**src/rtl/dmem_arbiter.sv**
```systemverilog
// Two-port arbiter for the shared 64x16 data memory, with bounded locks.
// Define DMEM_ARB_RR_EN for round-robin ties; default is port 0 priority.
module dmem_arbiter #(
  parameter int LOCK_MAX = 8
) (
  input  logic        clk,
  input  logic        rst,
  input  logic        p0_req,
  input  logic        p0_we,
  input  logic        p0_lock,
  input  logic [5:0]  p0_addr,
  input  logic [15:0] p0_wdata,
  input  logic        p1_req,
  input  logic        p1_we,
  input  logic        p1_lock,
  input  logic [5:0]  p1_addr,
  input  logic [15:0] p1_wdata,
  output logic        p0_gnt,
  output logic        p1_gnt,
  output logic        p0_rvalid,
  output logic        p1_rvalid,
  output logic [15:0] p0_rdata,
  output logic [15:0] p1_rdata,
  output logic        mem_wr_en,
  output logic        mem_rd_en,
  output logic [5:0]  mem_addr,
  output logic [15:0] mem_wdata,
  input  logic [15:0] mem_rdata
);

  typedef enum logic [1:0] {
    ARB,
    OWN0,
    OWN1
  } state_t;

  localparam logic [4:0] LMAX = 5'(LOCK_MAX);

  state_t     state, state_nx;
  logic [3:0] cnt, cnt_nx;
  logic       last;
  logic       tie1;
  logic       g0, g1, gn, gl;
  logic       own_req, own_lock;

`ifdef DMEM_ARB_RR_EN
  assign tie1 = ~last;
`else
  assign tie1 = 1'b0;
`endif

  always_comb begin
    g0 = 1'b0;
    g1 = 1'b0;
    case (state)
      ARB: begin
        g1 = p1_req & (~p0_req | tie1);
        g0 = p0_req & ~g1;
      end
      OWN0:    g0 = p0_req;
      OWN1:    g1 = p1_req;
      default: ;
    endcase
    if (rst) begin
      g0 = 1'b0;
      g1 = 1'b0;
    end
  end

  assign gn = g0 | g1;
  assign gl = (g0 & p0_lock) | (g1 & p1_lock);

  assign own_req  = (state == OWN1) ? p1_req  : p0_req;
  assign own_lock = (state == OWN1) ? p1_lock : p0_lock;

  always_comb begin
    state_nx = state;
    cnt_nx   = cnt;
    case (state)
      ARB: begin
        // A one-cycle lock budget is used up by the entry access itself
        if (gn && gl && (LMAX > 5'd1)) begin
          state_nx = g1 ? OWN1 : OWN0;
          cnt_nx   = 4'd1;
        end
      end
      OWN0, OWN1: begin
        if (gn) begin
          if (gl && ((5'(cnt) + 5'd1) < LMAX)) begin
            cnt_nx = cnt + 4'd1;
          end else begin
            state_nx = ARB;
            cnt_nx   = 4'd0;
          end
        end else if (!own_req && !own_lock) begin
          state_nx = ARB;
          cnt_nx   = 4'd0;
        end
      end
      default: begin
        state_nx = ARB;
        cnt_nx   = 4'd0;
      end
    endcase
  end

  always_ff @(posedge clk or posedge rst) begin
    if (rst) begin
      state     <= ARB;
      cnt       <= 4'd0;
      last      <= 1'b1;
      p0_rvalid <= 1'b0;
      p1_rvalid <= 1'b0;
    end else begin
      state     <= state_nx;
      cnt       <= cnt_nx;
      if (gn) last <= g1;
      p0_rvalid <= g0 & ~p0_we;
      p1_rvalid <= g1 & ~p1_we;
    end
  end

  assign p0_gnt    = g0;
  assign p1_gnt    = g1;
  assign mem_wr_en = (g0 & p0_we) | (g1 & p1_we);
  assign mem_rd_en = (g0 & ~p0_we) | (g1 & ~p1_we);
  assign mem_addr  = g1 ? p1_addr : p0_addr;
  assign mem_wdata = g1 ? p1_wdata : p0_wdata;
  assign p0_rdata  = mem_rdata;
  assign p1_rdata  = mem_rdata;

endmodule

```
**config.mk**
```make
export PLATFORM = sky130hd
export DESIGN_NAME = dmem_arbiter
export DESIGN_NICKNAME = d
export VERILOG_FILES = /design/src/rtl/dmem_arbiter.sv
export SDC_FILE = /design/constraint.sdc
export NUM_CORES = 1
export LEC_CHECK = 0
export ABC_AREA = 0
export BUFFER_PORTS_ARGS = -buffer_cell sky130_fd_sc_hd__clkbuf_2
export CAP_MARGIN = 40
export CORE_UTILIZATION = 36
export DETAILED_ROUTE_END_ITERATION = 10
export PLACE_DENSITY = 0.92
export SYNTH_ARGS = -nofsm -noshare
export SYNTH_HDL_FRONTEND = slang
export SYNTH_SLANG_ARGS = --single-unit
```
**constraint.sdc**
```tcl
create_clock -name clk -period 4 [get_ports clk]
set_input_delay 0.6 -clock clk [delete_from_list [all_inputs] [get_ports clk]]
set_output_delay 0.6 -clock clk [all_outputs]
set_load 0.02 [all_outputs]
```
==> summary.txt <==
Outcome
  • Status: complete, but fails checks
  • Failing checks: design-rule violations

Drt
  • Initial DRC count: 54
  • Drc violations: 10
  • Post-route ant nets: 0
  • Vias per cell: approximately 4.7
  • Final WL: 2.66 mm
  • Via count: about 1100
  • Avg WL per Cell: ~11 um
  • DR pass1 iterations: 7

Synth
  • Post-synthesis simple-gate area fraction: 0.336
  • Ys flop type: dfrtp_1
  • Main area contributors after synthesis: nand2_1 (24%), buf_4 (22%), dfrtp_1 (18%)
  • Sequential area share after synthesis: 0.180
  • Syn_area_per_cell: slightly below 7 sq um
  • Multiplexer share of the synthesized area: 0.0271
  • Post-synthesis cell area: 0.00111 sq mm
  • EDFF count, synth: 0
  • Synth Instances: around 160
  • Adder-cell share of the synthesized area: 0.0676
  • Asr flop ratio synth: 1.00
  • Synth Area in Compound Gates: 0.115
  • Post-synth top area cell: nand2_1
  • Syn Nets: 235
  • Yosys top cell area share: 0.237
  • Xor/xnor share of the synthesized area: 0
  • Most common cell in the netlist: nand2_1
  • Yosys cell types: 31
  • Warnings, synthesis: 0
  • Seq cells post-synth: 8
  • Main combinational cell family by area after synthesis: simple AND/OR/NAND/NOR gates
  • Post-synth top cells: nand2_1 (70), buf_4 (32), dfrtp_1 (8)

Global route
  • Grt ovf: 0
  • Largest net degree at the start of global routing: 28
  • First-pass GRT wire length: about 4.3 mm
  • Initial antenna violation count: 0
  • Number of global-route vias before repair: between 900 and 1000
  • Total track usage: 0.163

Worst setup path
  • Crit path max fanout: 27
  • Crit. End Element: output pin
  • Worst EP required: around 3.4 ns
  • Worst r2r src: state[0]
  • Worst R2R Path Depth: 8
  • CP arrival: ~2.4 ns
  • CP Launch Type: flip-flop
  • Internal reg-to-reg setup slack: 1.45 ns
  • Critical path type: reg -> out
  • RR Endpoint: cnt[0]

Clock network
  • CTS tree: done
  • Clk_lat worst skew: approximately 0.25 ns
  • CTS Sinks: 8
  • Reg clk slew, reported paths: about 0.05 ns
  • Setup bufs post-CTS: 0
  • CTS Root Cell: clkbuf_4
  • Post-CTS resize count: 0
  • Hold Buf Count CTS: 0
  • Htree depth: 1
  • CTS Buf Count: 3
  • Clock buffer depth: 2

Die
  • # rows: 19
  • Total I/O pin count: roughly 130
  • Die width: about 58 um
  • DIE AREA: ~0.0033 sq mm
  • Initial core utilization: 0.392
  • Placeable Area: approximately 0.0028 sq mm
  • Die Y: ~58 um

Finish
  • Layout net count: about 280
  • Antenna cells: 0
  • Cell Count, Final, Fillers Out: between 200 and 250
  • Fin util: 0.459
  • P&R area growth vs syn: 16.9%
  • Layout cells sized above 1: 0.427

STA
  • Worst hold slack: between 0.2 and 0.3 ns
  • Worst Tran Pin Value: just over 0.8 ns
  • Final Slew Violations: 0
  • Setup Skew: 0.00645 ns
  • Final hold violations: 0
  • Setup tns final: 0 ns
  • Final setup fails: 0
  • Period minus WS final: approximately 3 ns
  • Final worst setup slack: 0.994 ns
  • Final period util: 0.752
  • Peak Freq: between 0.3 and 0.4 GHz
  • RSZ-0062 raised after global routing: false
  • Rel. slew slack: 0.449

Placed design
  • GP Congestion: about 0.80
  • PortBufs: 79
  • Post-Place Cells: around 230
  • Hpwl dp: between 2 and 2.5 mm
  • Pre-CTS WS: between 1 and 1.5 ns

Hold path
  • HP Class: in -> async

Power and ir drop
  • Maximum VDD drop: roughly 0.00021 V
  • Power density over cell area: between 400 and 500 mW/mm^2
  • Leak: roughly 0.83 nW

Flow run
  • Max-cap violations: 0
-- routing by layer --
metal | global-route usage | vias up | wire length (um)
met5 | 0 | - | 0
met4 | 0.0697 | 0 | 37
met3 | 0.0499 | 7 | 240
met2 | 0.262 | 68 | 1220
met1 | 0.202 | 464 | 1170
li1 | - | 579 | -
-- cells by family after synthesis --
| kind of cell | count (synthesis) |
|---|---|
| AO/OA/AOI/OAI | 13 |
| adder cells (fa/ha/maj) | 6 |
| buffers and inverters | 45 |
| flip-flops | 8 |
| multiplexers | 3 |
| AND/OR/NAND/NOR | 86 |
-- stage by stage --
| step | power, mW | instance area, sq um |
|---|---|---|
| 6_report | 0.520 | 1300 |
| 5_1_grt | 0.565 | 1300 |
| 4_1_cts | 0.525 | 1300 |
| 3_5_place_dp | 0.461 | 1270 |
| 3_3_place_gp | 0.452 | 1270 |
| 2_1_floorplan | 0.413 | 1110 |
-- worst max-delay path: stages (launching register included) --
cell	delay (ns)
dfrtp_1	0.37
inv_1	0.10
ha_1	0.28
nand3b_1	0.13
a21o_1	0.67
inv_6	0.20
a22o_1	0.24
clkbuf_2	0.15
-- layout by cell type, fill, tap and decap left out, types with 2 or more instances in the layout --
| cell type | synthesis | layout |
|---|---|---|
| nand2_1 | 70 | 70 |
| clkbuf_2 | 0 | 79 |
| clkbuf_4 | 0 | 3 |
| dfrtp_1 | 8 | 8 |
| nand2b_1 | 3 | 3 |
| inv_1 | 7 | 7 |
| nor2_1 | 4 | 4 |
| ha_1 | 6 | 6 |
| nor4b_1 | 2 | 2 |
| mux2i_1 | 3 | 3 |
| a22o_1 | 3 | 3 |
-- where the power goes --
part / switching [mW] / internal, mW
registers: 0.0139 / 0.0988
logic: 0.210 / 0.136
clock network: 0.0263 / 0.0342
total: 0.251 / 0.269
-- worst max path at each step --
| stage | end | slack (ns) | startpoint |
|---|---|---|---|
| floorplan | mem_rd_en | 1.69 | state[0] |
| global placement | mem_wr_en | 1.31 | p0_req |
| detailed placement | mem_wr_en | 1.27 | state[0] |
| CTS | mem_wr_en | 0.98 | state[0] |
| global route | mem_wr_en | 0.79 | state[0] |
| finish | mem_wr_en | 0.99 | state[0] |
-- layout make-up --
type / count / area [sq um]
repair buffers: 79 / 395
multi-input cells: 108 / 606
well taps: 31 / 38.8
flip-flops and latches: 8 / 200
clock buffers: 3 / 22.5
inverters: 8 / 35.0
fillers: 301 / 1530
-- flip-flops by register name (all words and copies together) (netlist names) --
name       count
cnt            4
p1_rvalid      1
p0_rvalid      1
state          2
Power figures use the tool's default switching activity.
